## src/rtl/instr_fetch_unit_pkg.sv

```systemverilog
// Shared fetch-stage types and constants for the RV64 front end.
package instr_fetch_unit_pkg;
  localparam int XLEN        = 64;
  localparam int ILEN        = 32;
  localparam int INSTR_BYTES = 4;

  localparam logic [XLEN-1:0] RESET_PC_DEFAULT = 64'h0;
  // addi x0,x0,0 -- used downstream when decode needs to insert a bubble
  localparam logic [ILEN-1:0] NOP_INSTR = 32'h0000_0013;

  typedef struct packed {
    logic [XLEN-1:0] pc;
    logic [ILEN-1:0] instr;
  } fetch_pkt_t;
endpackage

```

## src/rtl/instr_fetch_unit_fetch_fifo.sv

```systemverilog
// Small instruction buffer: DEPTH entries of {pc, instr}, head read combinationally.
module fetch_fifo
  import instr_fetch_unit_pkg::*;
#(
  parameter int DEPTH = 2,
  localparam int AW = $clog2(DEPTH),
  localparam int CW = AW + 1
) (
  input  logic          clk,
  input  logic          rst_n,
  input  logic          push,
  input  logic          pop,
  input  logic          flush,
  input  fetch_pkt_t    push_pkt,
  output fetch_pkt_t    head,
  output logic [CW-1:0] count,
  output logic          empty
);
  fetch_pkt_t      mem [DEPTH];
  logic [AW-1:0]   wptr, rptr;

  // flush wins over a same-cycle push/pop
  always_ff @(posedge clk or negedge rst_n) begin
    if (!rst_n) begin
      wptr  <= '0;
      rptr  <= '0;
      count <= '0;
    end else if (flush) begin
      wptr  <= '0;
      rptr  <= '0;
      count <= '0;
    end else begin
      if (push) wptr <= wptr + AW'(1);
      if (pop)  rptr <= rptr + AW'(1);
      count <= count + CW'(push) - CW'(pop);
    end
  end

  always_ff @(posedge clk) begin
    if (push && !flush) mem[wptr] <= push_pkt;
  end

  assign head  = mem[rptr];
  assign empty = (count == '0);
endmodule

```

## src/rtl/instr_fetch_unit.sv

```systemverilog
// RV64 fetch stage: PC, credit-limited imem requests, response buffering and redirect drop.
module instr_fetch_unit
  import instr_fetch_unit_pkg::*;
#(
  parameter logic [XLEN-1:0] RESET_PC = RESET_PC_DEFAULT,
  parameter int              DEPTH    = 2
) (
  input  logic            clk,
  input  logic            rst_n,
  output logic            imem_req_valid,
  input  logic            imem_req_ready,
  output logic [XLEN-1:0] imem_req_addr,
  input  logic            imem_rsp_valid,
  input  logic [ILEN-1:0] imem_rsp_data,
  input  logic            redirect_valid,
  input  logic [XLEN-1:0] redirect_pc,
  output logic            id_valid,
  input  logic            id_ready,
  output logic [ILEN-1:0] id_instr,
  output logic [XLEN-1:0] id_pc
);
  localparam int CW = $clog2(DEPTH) + 1;

  logic [XLEN-1:0] pc, rsp_pc, redirect_tgt;
  logic [CW-1:0]   outstanding, drop, fifo_count, rsp_dec;
  logic [CW:0]     credits_used;
  logic            req_fire, rsp_keep, pop, fifo_empty;
  fetch_pkt_t      head, push_pkt;

  assign redirect_tgt = redirect_pc & ~64'h3;
  assign rsp_dec      = CW'(imem_rsp_valid);

  // every in-flight fetch reserves a buffer slot, so the FIFO never overflows
  assign credits_used   = {1'b0, outstanding} + {1'b0, fifo_count};
  assign imem_req_valid = rst_n && !redirect_valid && (credits_used < (CW+1)'(DEPTH));
  assign imem_req_addr  = pc;
  assign req_fire       = imem_req_valid && imem_req_ready;

  assign rsp_keep = imem_rsp_valid && (drop == '0) && !redirect_valid;
  assign push_pkt = '{pc: rsp_pc, instr: imem_rsp_data};
  assign pop      = id_valid && id_ready && !redirect_valid;

  fetch_fifo #(.DEPTH(DEPTH)) u_fifo (
    .clk      (clk),
    .rst_n    (rst_n),
    .push     (rsp_keep),
    .pop      (pop),
    .flush    (redirect_valid),
    .push_pkt (push_pkt),
    .head     (head),
    .count    (fifo_count),
    .empty    (fifo_empty)
  );

  assign id_valid = rst_n && !fifo_empty;
  assign id_instr = id_valid ? head.instr : '0;
  assign id_pc    = id_valid ? head.pc    : '0;

  always_ff @(posedge clk or negedge rst_n) begin
    if (!rst_n) begin
      pc          <= RESET_PC;
      rsp_pc      <= RESET_PC;
      outstanding <= '0;
      drop        <= '0;
    end else if (redirect_valid) begin
      // everything still in flight belongs to the old path
      pc          <= redirect_tgt;
      rsp_pc      <= redirect_tgt;
      outstanding <= outstanding - rsp_dec;
      drop        <= outstanding - rsp_dec;
    end else begin
      if (req_fire) pc     <= pc + XLEN'(INSTR_BYTES);
      if (rsp_keep) rsp_pc <= rsp_pc + XLEN'(INSTR_BYTES);
      outstanding <= outstanding + CW'(req_fire) - rsp_dec;
      if (imem_rsp_valid && (drop != '0)) drop <= drop - CW'(1);
    end
  end

  a_rsp_credit: assert property (@(posedge clk) disable iff (!rst_n)
    imem_rsp_valid |-> (outstanding != '0));
  a_drop_bound: assert property (@(posedge clk) disable iff (!rst_n)
    drop <= outstanding);
endmodule
```

## config.mk

```make
export PLATFORM = sky130hd
export DESIGN_NAME = instr_fetch_unit
export DESIGN_NICKNAME = d
export VERILOG_FILES = /design/src/rtl/instr_fetch_unit_pkg.sv /design/src/rtl/instr_fetch_unit_fetch_fifo.sv /design/src/rtl/instr_fetch_unit.sv
export SDC_FILE = /design/constraint.sdc
export NUM_CORES = 1
export LEC_CHECK = 0
export BUFFER_PORTS_ARGS = -buffer_cell sky130_fd_sc_hd__buf_2
export CORE_ASPECT_RATIO = 0.6
export CORE_MARGIN = 2
export CORE_UTILIZATION = 50
export CTS_CLUSTER_DIAMETER = 120
export DETAILED_ROUTE_END_ITERATION = 8
export GPL_ROUTABILITY_DRIVEN = 1
export PLACE_DENSITY = 0.72
export SLEW_MARGIN = 40
export SYNTH_ARGS = -nofsm -noshare
export SYNTH_HDL_FRONTEND = slang
export SYNTH_SLANG_ARGS = --single-unit
```

## constraint.sdc

```tcl
create_clock -name clk -period 21.8 [get_ports clk]
set_input_delay 2.18 -clock clk [delete_from_list [all_inputs] [get_ports clk]]
set_output_delay 2.18 -clock clk [all_outputs]
set_load 0.03 [all_outputs]
```

==> out/results.ini, run 1 <==
[sta]
rsz0062_at_grt=false
fin_tns_setup_ps=0
fmax_ghz=0.1594
fin_worst_skew_ps=16.52
finalCritPeriodShare_pct=28.78
tightest_slew_ps=817.5
setup-violations-final=0
hold_viol=0
drv_slew=0
slew_headroom_pct=45.50
min_period_ps=6274

[routing]
wire_per_inst_um=20.88
via_count=11850
first_pass_iters=7
viasPerCell=5.907
drtIter0Drc=1107
ant_nets=0
routed_wl_um=41880
drcViolationCount=0

[clocking]
cts_max_path_buffers=3
cts_max_level=1
cts_resized=0
path_clk_slew_ps=60
cts_tree=built
cts_sinks=320
clk_latency_ps=580
cts_buffers=30
root_buffer=clkbuf_16
holdBufCountCts=0
postCtsSetupRepairBufs=0

[yosys]
syn-cell-area_um2=15310
syn_avg_cell_area_um2=11.45
synth.area.top_cells=edfxtp_1, dfrtp_1, mux2i_1
synth_top_area_cell=edfxtp_1
synth_seq_area_share_pct=58.46
yosysMostFrequentCell=edfxtp_1
synth_edf_count=188
ys.flop_type=edfxtp_1
synth_commonest_cells=edfxtp_1, nor2_1, dfrtp_1
yosysUniqueCellTypes=62
ys_ff_latch=320
syn-instance-count=1337
synth_top_area_share_pct=36.88
yosysWarnings=0
async_flop_share_pct=41.25

[critical_path]
worst_setup_path_start_kind=primary input
reg2reg_slack_ps=18280
crit_chain=buf_6, o21ai_4, buf_4, nor2_1, buf_2
cp-end-kind=output pin
slowest_delay_ps=490
critPathTopFamily=buffers and inverters
cp.required_ps=19620
arrival_ps=4090
cp_num_buf_inv=3
path_max_fanout=69
slowest_stage=buf_6
crit_type=primary input to output pin

[placed_design]
placedCellCount=1950
routabilityCongestion=0.9051
port_buffers=257
hpwlAfterDp_um=29050

[grt]
antenna_found_initial=0
grt_pass1_vias=11193
grt.overflow.total=0
grt_pass1_wl_um=64600
track_usage_pct=25.80
grt_max_degree=70

[pwr]
clockPowerShare_pct=35.9
leakagePower_uw=0.006949
p_comb_share_pct=15.7
p_per_area_nw_per_um2=86.36
p_seq_share_pct=48.4
switching_power_uw=460.7
p_int_uw=1099
switching_share_pct=29.53
ir_worst_vdd_v=0.00005340

[min_path]
hp-class=flip-flop to flip-flop

[floorplan]
core-area_um2=30040
die_w_um=229.9
die_area_um2=32070
dieHeight_um=139.5
initial_core_util_pct=50.95
fp-row-count=49
ioPinCount=264

[run]
maxCapViolCount=0

[status]
status=finished clean

[cells_and_area]
areaGrowthSynthToFinish_pct=18.02
antenna_cells=0
drive_gt1_share_pct=23.53
instances_no_fill=2006
finalNetCount=1685

flip-flops by register name, summed over array words and instances (netlist names):
name / cells
outstanding: 2
u_fifo.rptr: 1
rsp_pc: 62
u_fifo.wptr: 1
u_fifo.count: 2
u_fifo.mem: 188
drop: 2
imem_req_addr: 62
area by class of cell:
class,instances,area (um2)
clock buffer,34,795.8
multi-input combinational,919,5989
clock inverter,22,257.7
sequential,320,8952
inverter,28,105.1
fill,2504,11980
timing repair buffer,275,1454
tap,408,510.5
final timing paths:
path,from,end,depth (start not counted)
worst max-delay path,rst_n,id_instr[6],5
worst min-delay path,rsp_pc[22]$_DFFE_PN0N_,u_fifo.mem[1][54]$_DFFE_PP_,0
worst max register to register,u_fifo.count[0]$_DFF_PN0_,imem_req_addr[49]$_DFFE_PN0P_,10
worst min register to register,rsp_pc[22]$_DFFE_PN0N_,u_fifo.mem[1][54]$_DFFE_PP_,0
max in group asynchronous,rst_n,u_fifo.rptr$_DFFE_PN0P_,2
min in group asynchronous,rst_n,rsp_pc[8]$_DFFE_PN0N_,1
logic make-up (layout without fill, tap and decap cells):
group	count (synthesis)	after routing	share of synthesized area, %
fa+ha+maj	9	9	0.7848
mux	122	122	8.126
flops	320	320	58.46
buf+inv	101	359	2.738
simple gates	544	544	18.56
compound gates	181	181	7.921
xor+xnor	59	59	3.376
other cells	1	4	0.02450
through the flow:
stage	instance area, um2	setup WS [ps]	hold slack [ps]	util [%]	total power [uW]
after global placement	16970	15520	468.0	56.50	1002
after global routing	18060	15290	493.3	60.13	1620
after detailed placement	17010	15460	477.5	56.63	1011
final	18060	15530	487.6	60.13	1560
after floorplan	15320	11760	442.1	-	919.7
after CTS	18060	15450	491.6	60.13	1569
metal layers:
layer	vias to the layer above	wire length [um]	GRT usage [%]
met4	0	1290	8.183
li1	5472	-	-
met2	500	18880	39.20
met3	98	3304	5.225
met1	5780	18400	37.42
met5	-	0	0
layout by cell type (no fill, tap or decap), types with 10 or more instances in the layout:
master,netlist,final
or4_1,16,16
clkbuf_16,0,30
o21ai_0,52,52
o211ai_1,21,21
o311ai_0,19,19
xor2_1,43,43
nor3_1,15,14
buf_4,6,15
mux2_2,18,18
edfxtp_1,188,188
mux2i_1,104,104
a21oi_1,17,17
and3_1,20,20
nor4_1,25,23
nor2_1,156,156
a31oi_1,25,25
nand4_1,63,63
nand2_1,105,105
or3_1,10,10
inv_1,26,26
dfrtp_1,132,131
xnor2_1,16,16
buf_2,14,255
nand3_1,72,72
and2_1,15,14
power groups by stage:
| stage | Sequential (uW) | Combinational, uW | Clock (uW) |
|---|---|---|---|
| final | 755 | 244 | 560 |
| after global routing | 763 | 266 | 591 |
| after CTS | 753 | 247 | 569 |
| after detailed placement | 765 | 246 | 0 |
| after global placement | 763 | 239 | 0 |
| after floorplan | 781 | 139 | 0 |
(Power assumes the default switching activity.)
==> run 2, diff against run 1 <==
Clock period 21.8 ns to 6.4 ns, I/O delays scaled along.
==> out/results.ini, run 2 (synthesized netlist as in run 1, its figures left out) <==
[status]
status=finished clean  ; unchanged

[floorplan]
die_area_um2=32070  ; unchanged
dieHeight_um=139.5  ; unchanged
core-area_um2=30040  ; unchanged
ioPinCount=264  ; unchanged
die_w_um=229.9  ; unchanged
initial_core_util_pct=50.95  ; unchanged
fp-row-count=49  ; unchanged

[sta]
rsz0062_at_grt=false  ; unchanged
fmax_ghz=0.2531
setup-violations-final=0  ; unchanged
slew_headroom_pct=40.92  ; was 45.50%
fin_worst_skew_ps=17.33  ; was 16.52 ps
min_period_ps=3950
holdWs_ps=66.57  ; was 487.6 ps
drv_slew=0  ; unchanged
hold_viol=0  ; unchanged
tightest_slew_ps=878.1  ; was 817.5 ps
finalCritPeriodShare_pct=61.72
fin_tns_setup_ps=0  ; unchanged

[critical_path]
path_max_fanout=45  ; was 69
critPathTopFamily=adder cells  ; was buffers and inverters
rr_startpoint=u_fifo.count[0]$_DFF_PN0_  ; unchanged
cp-end-kind=flip-flop  ; was output pin
arrival_ps=4450  ; was 4090 ps
reg2reg_slack_ps=2450  ; was 18280 ps
reg2regPathDepth=13  ; was 10
slowest_delay_ps=530  ; was 490 ps
cp_num_buf_inv=4  ; was 3
crit_type=flip-flop to flip-flop  ; was primary input to output pin
crit_chain=inv_1, nor2_1, fa_1, nor4b_4, and2_1, buf_4, inv_2, ha_1, inv_1, ha_1, xnor2_1, o21ai_0, xor2_1  ; was buf_6, o21ai_4, buf_4, nor2_1, buf_2
cp.required_ps=6900  ; was 19620 ps
slowest_stage=nor4b_4  ; was buf_6
worst_setup_path_start_kind=flip-flop  ; was primary input
critPathCapture=outstanding[1]$_DFF_PN0_  ; was id_instr[6]
timing.rr.end=outstanding[1]$_DFF_PN0_  ; was imem_req_addr[49]$_DFFE_PN0P_
cp.depth=13  ; was 5
worstSetupStartpoint=u_fifo.count[0]$_DFF_PN0_  ; was rst_n

[clocking]
root_buffer=clkbuf_16  ; unchanged
postCtsSetupRepairBufs=0  ; unchanged
holdBufCountCts=0  ; unchanged
cts_tree=built  ; unchanged
cts_resized=0  ; unchanged
cts_buffers=30  ; unchanged
path_clk_slew_ps=70  ; was 60 ps
cts_sinks=320  ; unchanged
cts_max_level=1  ; unchanged
clk_latency_ps=580  ; about the same
cts_max_path_buffers=3  ; unchanged

[pwr]
ir_worst_vdd_v=0.0002261  ; was 0.00005340 V
total_power_uw=5294  ; was 1560 uW
p_per_area_nw_per_um2=292.9  ; was 86.36 nW/um2
leakagePower_uw=0.006941  ; was 0.006949 uW

[placed_design]
port_buffers=257  ; unchanged
hpwlAfterDp_um=29300  ; was 29050 um
routabilityCongestion=0.8805  ; was 0.9051

[cells_and_area]
areaGrowthSynthToFinish_pct=18.08  ; was 18.02%
finalNetCount=1683  ; was 1685
fillers=2547  ; was 2504
largest_reg_flops=188  ; unchanged
final_common_cell=buf_2  ; unchanged
drive_gt1_share_pct=23.18  ; was 23.53%
regMostFlops=u_fifo.mem  ; unchanged
final_cell_mix=buf_2, edfxtp_1, nor2_1, dfrtp_1, nand2_1  ; unchanged

[grt]
grt_pass1_vias=11502  ; was 11193
grt_pass1_wl_um=65620  ; was 64600 um
grt.overflow.total=0  ; unchanged
grt_max_degree=80  ; was 70
track_usage_pct=26.08  ; was 25.80%
antenna_found_initial=1  ; was 0

[routing]
routed_wl_um=42350  ; was 41880 um
viasPerCell=5.972  ; was 5.907
wire_per_inst_um=21.12  ; was 20.88 um
drtIter0Drc=1045  ; was 1107
first_pass_iters=5  ; was 7
drcViolationCount=0  ; unchanged
via_count=11974  ; was 11850
ant_nets=0  ; unchanged

[run]
maxCapViolCount=0  ; unchanged

[min_path]
hp-class=primary input to async pin  ; was flip-flop to flip-flop

==> run 2: changes by cell type in the layout (fill, tap and decap cells not counted), moves of 2 or more <==
cell	change
clkinvlp_4	-2
clkinv_1	+2
clkbuf_1	+4
buf_6	+2
buf_4	-4
clkinv_2	-4
==> run 2: final cells by class <==
type	count	area, um2	share of cell area (%)
clock inverter	17	200.2	1.108
multi-input combinational	919	6013	33.27
sequential	320	8952	49.53
antenna	1	2.502	0.01385
clock buffer	39	835.8	4.624
inverter	28	105.1	0.5815
tap	408	510.5	2.825
timing repair buffer	273	1454	8.044
==> run 2: layer usage <==
metal	wire [um]	GRT usage, %	vias up
li1	-	-	5489
met1	18430	37.78	5908
met2	19070	39.57	503
met3	3599	5.676	74
met4	1256	7.878	0
met5	0	0	-
==> run 2: through the flow <==
stage | area (um2) | instances | setup WS [ps] | utilization [%]
after floorplan | 15320 | 1340 | 790.5 | -
after global placement | 16970 | 1947 | 2417 | 56.47
after detailed placement | 17020 | 1948 | 2358 | 56.66
after CTS | 18060 | 2004 | 2510 | 60.11
after global routing | 18070 | 2005 | 2253 | 60.16
final | 18070 | 2005 | 2450 | 60.16
==> run 2: power by group <==
part           switching (uW)  leakage, uW  total (uW)  internal [uW]
Sequential                200      0.00327        2570           2370
Clock                     796     0.000503        1880           1080
Combinational             567      0.00317         841            274
Total                    1560      0.00694        5290           3730
==> run 2: how the worst min path moves through the flow <==
stage / to / slack [ps] / from / cells after the start
final: rsp_pc[9]$_DFFE_PN0N_ / 70 / rst_n / 1
after detailed placement: u_fifo.mem[1][54]$_DFFE_PP_ / 470 / rsp_pc[22]$_DFFE_PN0N_ / 0
after global placement: u_fifo.mem[0][54]$_DFFE_PP_ / 470 / rsp_pc[22]$_DFFE_PN0N_ / 0
after CTS: rsp_pc[9]$_DFFE_PN0N_ / 80 / rst_n / 1
after floorplan: drop[0]$_DFFE_PN0P_ / 340 / rst_n / 0
after global routing: rsp_pc[9]$_DFFE_PN0N_ / 100 / rst_n / 1
==> run 2: worst register-to-register path, delay by kind of cell (launching register included) <==
kind,cells,cell delay [ps]
AND/OR/NAND/NOR,3,870
adder cells (fa/ha/maj),3,1100
flip-flops,1,400
XOR/XNOR,2,290
buffers and inverters,4,1050
AO/OA/AOI/OAI,1,180
